File: config.mk
export PLATFORM = sky130hd
export DESIGN_NAME = serial_subtractor
export DESIGN_NICKNAME = d
export VERILOG_FILES = /design/src/rtl/serial_subtractor.sv
export SDC_FILE = /design/constraint.sdc
export NUM_CORES = 1
export LEC_CHECK = 0
export CAP_MARGIN = 20
export CELL_PAD_IN_SITES_DETAIL_PLACEMENT = 1
export CELL_PAD_IN_SITES_GLOBAL_PLACEMENT = 1
export CORE_ASPECT_RATIO = 1.4
export CORE_MARGIN = 4
export CORE_UTILIZATION = 40
export DETAILED_ROUTE_END_ITERATION = 8
export GPL_ROUTABILITY_DRIVEN = 0
export GPL_TIMING_DRIVEN = 0
export PLACE_DENSITY_LB_ADDON = 0.1
export SKIP_LAST_GASP = 1
export SLEW_MARGIN = 20
export SYNTH_ARGS = -nofsm -noshare
export SYNTH_HDL_FRONTEND = slang
export SYNTH_SLANG_ARGS = --single-unit
File: constraint.sdc
create_clock -name clk -period 4.66 [get_ports clk]
set_clock_uncertainty 0.1 [all_clocks]
set_input_delay 0.699 -clock clk [delete_from_list [all_inputs] [get_ports clk]]
set_output_delay 0.699 -clock clk [all_outputs]
set_load 0.05 [all_outputs]
File: src/rtl/serial_subtractor.sv
// serial_subtractor: multi-cycle N-bit unsigned subtractor.
// Computes {borrow, diff} = {1'b0,a} - {1'b0,b} one W-bit slice per clock,
// rippling the borrow between slices, with valid/ready on both sides.
// Optional macro SERIAL_SUB_SATURATE_EN: clamp diff to 0 when the result borrows.
module serial_subtractor #(
  parameter int N = 32,
  parameter int W = 4
) (
  input  logic         clk,
  input  logic         rst,
  input  logic         in_valid,
  output logic         in_ready,
  input  logic [N-1:0] a,
  input  logic [N-1:0] b,
  output logic         out_valid,
  input  logic         out_ready,
  output logic [N-1:0] diff,
  output logic         borrow
);
  // Slice count, padded operand width and slice counter width.
  localparam int S  = (N + W - 1) / W;
  localparam int PW = S * W;
  localparam int CW = (S > 1) ? $clog2(S) : 1;

  if (N < 1 || N > 32 || W < 1 || W > N) begin : g_param_check
    $error("serial_subtractor: N must be 1..32 and W must be 1..N");
  end

  typedef enum logic [1:0] {IDLE, RUN, DONE} state_t;

  state_t        state;
  state_t        state_nxt;
  logic [PW-1:0] a_sh;
  logic [PW-1:0] b_sh;
  logic [CW-1:0] cnt;
  logic [N-1:0]  diff_r;
  logic [N-1:0]  diff_upd;
  logic          bor_r;
  logic [W-1:0]  slice_d;
  logic          slice_b;
  logic          last;
  logic          accept;

  // One slice of subtract-with-borrow; the top bit of the W+1 result is the borrow-out.
  function automatic logic [W:0] sub_slice(input logic [W-1:0] x, input logic [W-1:0] y,
                                           input logic bin);
    return {1'b0, x} - {1'b0, y} - {{W{1'b0}}, bin};
  endfunction

`ifdef SERIAL_SUB_SATURATE_EN
  // Clamp an underflowing difference to zero.
  function automatic logic [N-1:0] sat_diff(input logic [N-1:0] d, input logic bout);
    return bout ? '0 : d;
  endfunction
`endif

  assign {slice_b, slice_d} = sub_slice(a_sh[W-1:0], b_sh[W-1:0], bor_r);
  assign last   = (cnt == CW'(S - 1));
  assign accept = (state == IDLE) && in_valid;
  assign diff   = diff_r;
  assign borrow = bor_r;

  // Merge the current slice result into the bits of diff it covers; padding bits are dropped.
  always_comb begin
    diff_upd = diff_r;
    for (int i = 0; i < N; i++) begin
      if (cnt == CW'(i / W)) diff_upd[i] = slice_d[i % W];
    end
  end

  // State register.
  always_ff @(posedge clk) begin
    if (rst) state <= IDLE;
    else     state <= state_nxt;
  end

  // Next-state and handshake decode.
  always_comb begin
    state_nxt = state;
    in_ready  = 1'b0;
    out_valid = 1'b0;
    case (state)
      IDLE: begin
        in_ready = 1'b1;
        if (in_valid) state_nxt = RUN;
      end
      RUN: begin
        if (last) state_nxt = DONE;
      end
      DONE: begin
        out_valid = 1'b1;
        if (out_ready) state_nxt = IDLE;
      end
      default: state_nxt = IDLE;
    endcase
  end

  // Operand shifters: the active slice always sits in the low W bits.
  always_ff @(posedge clk) begin
    if (accept) begin
      a_sh <= PW'(a);
      b_sh <= PW'(b);
    end else if (state == RUN) begin
      a_sh <= a_sh >> W;
      b_sh <= b_sh >> W;
    end
  end

  // Slice counter, running borrow and result register.
  always_ff @(posedge clk) begin
    if (rst) begin
      cnt    <= '0;
      bor_r  <= 1'b0;
      diff_r <= '0;
    end else if (accept) begin
      cnt   <= '0;
      bor_r <= 1'b0;
    end else if (state == RUN) begin
      bor_r <= slice_b;
      if (last) begin
`ifdef SERIAL_SUB_SATURATE_EN
        diff_r <= sat_diff(diff_upd, slice_b);
`else
        diff_r <= diff_upd;
`endif
      end else begin
        cnt    <= cnt + CW'(1);
        diff_r <= diff_upd;
      end
    end
  end

endmodule

# --- After elaboration in Yosys (flattened, before gate mapping) ---
# Index checks and enable logic that the tools add are counted.
op_classes:
  add_sub_neg: 3
  muxes: 10
  n_reduce_logical: 15
  eq_ne: 12
  bitwise: 2
ops:
  columns: ["cell", "n"]
  rows:
  - ["$mux W32", 4]
  - ["$reduce_and A3 Y1", 9]
  - ["$eq A3 B3 Y1 const B", 4]
  - ["$eq A3 B2 Y1 const B", 2]
  - ["$mux W2", 3]
  - ["$ne A2 B2 Y1 const B", 3]
  - ["$pmux W2 S3", 1]
  - ["$sub A4 B4 Y5", 1]
  - ["$sub A5 B1 Y5", 1]
  - ["$add A3 B1 Y3 const B", 1]
  - ["$eq A3 B1 Y1 const B", 1]
  - ["$logic_not A3 Y1", 1]
  - ["$eq A2 B1 Y1 const B", 1]
  - ["$eq A2 B2 Y1 const B", 1]
  - ["$logic_not A2 Y1", 1]
  - ["$mux W1", 2]
  - ["$not A1 Y1", 2]
  - ["$reduce_and A2 Y1", 1]
  - ["$reduce_bool A2 Y1", 1]
  - ["$reduce_or A2 Y1", 1]
  - ["$logic_and A1 B1 Y1", 1]
word_totals:
  word_cells: 55
  reg_bits: 102
  output_inout_bits: 35

# --- Logic depth before layout (Yosys ltp) ---
depth:
  ltp_word: 4
  ltp_mapped: 8

# --- Worst setup path after synthesis ---
# OpenSTA, ideal clock, no wires.
synth_timing:
  path_type: "input-to-reg"
  start: "input in_valid"
  end: "register a_sh[0] (enable)"
  t_arrival_ns: 3.432
  path_slack_ns: 0.640
  required_time_ns: 4.072
  setup_ns: 0.488
  cell_stages: 2
  cell_sequence: "nor2_1 nor2_1"
synth_via:
  elab_chain_len: 2
synth_lines:
  columns: ["item", "line_no", "text"]
  rows:
  - ["start, declared", "11", "input logic in_valid,"]
  - ["$logic_and A1 B1 Y1", "59", "assign accept = (state == IDLE) && in_valid;"]
  - ["$reduce_bool A2 Y1 (no source line)", null, null]
  - ["end signal, assigned", "101", "a_sh <= PW'(a);"]
  - ["end signal, assigned", "104", "a_sh <= a_sh >> W;"]
  - ["end, declared", "33", "logic [PW-1:0] a_sh;"]
# Every way passes these cells.
# A chain may end at the register's enable or synchronous reset.

# --- Worst setup path after layout ---
layout_timing:
  start: "register state[1]"
  end: "output out_valid"
layout_via:
  elab_chain_len: 2
layout_lines:
  columns: ["item", "line_no", "text"]
  rows:
  - ["start, declared", "31", "state_t state;"]
  - ["start signal, assigned", "74", "else state <= state_nxt;"]
  - ["$eq A2 B2 Y1", "82", "case (state)"]
  - ["$mux W1", "82", null]
  - ["end, declared", "15", "output logic out_valid,"]
# Every way passes these cells.

==> impl_metrics.ini <==
[power]
p_leak_uw = 0.00220
max-vdd-ir-drop_mv = 0.208
power.density_mw_per_mm2 = 364

[sta]
relSlewSlack_pct = 33.0
fin_crit_sh_pct = 58.9
timing.final.ws_setup_ps = 1910
rsz0062_at_grt = no
fmax_mhz = 364
hold_viol = 0
slew_viol_final = 0
finalSetupTns_ps = 0
fin_crit_ps = 2750
tightest_slew_ps = 997
finalSetupViolations = 0

[cells_and_area]
drive_gt1_share_pct = 17.7
syn_to_final_growth_pct = 34.5
ff_latch_area_mm2 = 0.00268
multi_input_area_mm2 = 0.00158
finalNonFillerCells = 577
fin_nets = 511
n_fill_cell = 1087
post-route-util_pct = 55.0
antenna_cells = 0

[global_routing]
grt_pass1_wl_um = 15400
grt_max_degree = 28
grt_overflow = 0
grt_antenna_before_repair = 0
grtUsageTotal_pct = 15.3
grt_pass1_vias = 3096

[place]
portBuffers = 102
dp_cells = 561
place_hpwl_um = 7190
pre_cts_ws_ps = 1890

[synth]
synth_adder_area_share_pct = 3.72
synthMuxAreaShare_pct = 18.0
synth_compound_area_share_pct = 3.63
ys_seq_elements = 102
synth_top_family_by_area = multiplexers
syn_area_per_cell_um2 = 14.1
synth_area_mm2 = 0.00444
yosysSeqAreaShare_pct = 60.4
synth_warnings = 0
ys_types = 35
synth_xor_area_share_pct = 0.591
synthesis.nets = 396
synth-simple-area-share_pct = 9.43
netlist_instances = 316

[job]
max-cap-violations = 0

[routing]
vias = 2839
wl_met1_um = 3550
routed.top_layer = met4
ant_nets = 0
routed_via_density = 4.92
drt_pass1_iterations = 3
wl_met2_um = 5300
wl_per_cell_um = 16.5
drc = 0
drt_iter0_drc = 47
wl_met3_um = 537
drt_wl_total_um = 9520

[run_status]
status = finished, final reports clean

[worst_setup_path]
r2r_cells = 6
max_stage_delay_ps = 830
r2r_setup_slack_ps = 1940
timing.rr.start = borrow
slowest_stage = clkdlybuf4s50_1
crit_path_max_fanout = 10
end_kind = primary output
rr_endpoint = diff[15]
arrival_ps = 1950
critical_path_required_ps = 3860
worstSetupPathType = register to primary output
cp-start-kind = register
path_cells = buf_6, nor2b_1, clkdlybuf4s50_1

[cts]
cts_tree = done
root_buffer = clkbuf_16
clkTransAtPathRegs_ps = 70
clock_sinks = 102
cts_resized = 0
htreeDepth = 3
cts_hold_buf = 0
cts_max_path_buffers = 2
cts_buffers = 9
clock_latency_ps = 340
cts_setup_buffers = 0

[floorplan]
core_area_mm2 = 0.0109
dieArea_mm2 = 0.0129
die_x_um = 97.1
die_h_um = 133
ios = 103
start_util_pct = 40.9
row_count = 45

[worst_hold_path]
worstHoldPathCells = 2
holdPathEnd = diff[12]
min_from = diff[12]
min_path_type = register to register
[registers in the layout, summed over array words and instances (netlist names)]
signal and cells:
a_sh 32, b_sh 32, diff 32, cnt 3, state 2, borrow 1
[layout make-up]
type | count | share of cell area (%)
clock buffer | 10 | 3.83
multi-input combinational | 184 | 26.4
sequential | 102 | 44.9
buffer | 17 | 2.34
tap | 141 | 2.95
clock inverter | 6 | 0.879
timing repair buffer | 104 | 17.9
inverter | 13 | 0.816
[where the power goes]
part	internal (µW)	leakage, µW	total, µW	switching [µW]
Combinational	182	0.00111	372	190
Clock	409	0.000133	724	314
Sequential	1060	0.000955	1080	23.6
[metrics by stage]
step                power [µW]  hold slack (ps)  instance area [µm²]
floorplan                 1330              401                 4440
global placement          1470              352                 5640
detailed placement        1480              357                 5700
CTS                       2210              366                 5980
global route              2280              394                 5980
finish                    2180              366                 5980
[cell usage after synthesis, drive strengths merged]
master	instances	share of area [%]
buf	12	2.7
mux2i	17	3.8
clkbuf	5	0.42
xnor2	3	0.59
dfxtp	38	17
mux2	56	14
nand2b	5	0.87
nand4b	3	0.59
a311oi	1	0.20
ha	10	2.8
fa	2	0.90
nor2	31	2.8
a2111oi	2	0.96
and2	1	0.14
edfxtp	64	43
nor3b	3	0.84
nand3b	6	1.0
nor2b	3	0.59
and2b	1	0.23
a211oi	4	0.68
nand2	6	0.51
and3	8	1.1
nor3	2	0.23
nand3	4	0.45
inv	13	1.1
o21ai	5	0.56
a21oi	11	1.2
[cells by family after synthesis]
group | after synthesis
xor+xnor | 3
simple gates | 73
compound gates | 23
mux | 73
buf+inv | 30
flops | 102
fa+ha+maj | 12
[critical path, delay by kind of cell (launching register included)]
| family | cells | cell delay [ps] |
|---|---|---|
| flops | 1 | 390 |
| simple gates | 1 | 200 |
| buf+inv | 2 | 1010 |
[worst max path at each step]
| stage | startpoint | cells after the start | end | slack (ps) |
|---|---|---|---|---|
| CTS | state[1] | 3 | out_valid | 1870 |
| global route | borrow | 6 | diff[15] | 1730 |
| global placement | in_valid | 3 | b_sh[23] | -1240 |
| finish | state[1] | 3 | out_valid | 1910 |
| floorplan | in_valid | 2 | a_sh[0] | 640 |
| detailed placement | in_valid | 4 | b_sh[19] | 1890 |
[placed cells by master (no fill, tap or decap), types with 2 or more instances in the layout]
master and count:
a211oi_1 4, a21oi_1 11, and3_1 8, buf_6 10
clkbuf_1 6, clkbuf_16 9, clkdlybuf4s50_1 102, clkinv_1 4
dfxtp_1 38, edfxtp_1 64, fa_1 2, ha_1 10
inv_1 13, mux2_1 14, mux2_2 42, mux2i_1 17
nand2_1 6, nand2b_1 4, nand3_1 4, nand3b_1 6
nand4b_1 3, nor2_1 28, nor2_4 2, nor2b_1 2
nor3_1 2, nor3b_2 3, o21ai_0 5, xnor2_1 3
[per-layer routing]
layer	GRT usage (%)	up-vias
li1	-	1364
met2	29.3	68
met5	0	-
met4	5.54	0
met1	15.7	1396
met3	4.32	11
Note: power is estimated with default switching activity, not from simulation.
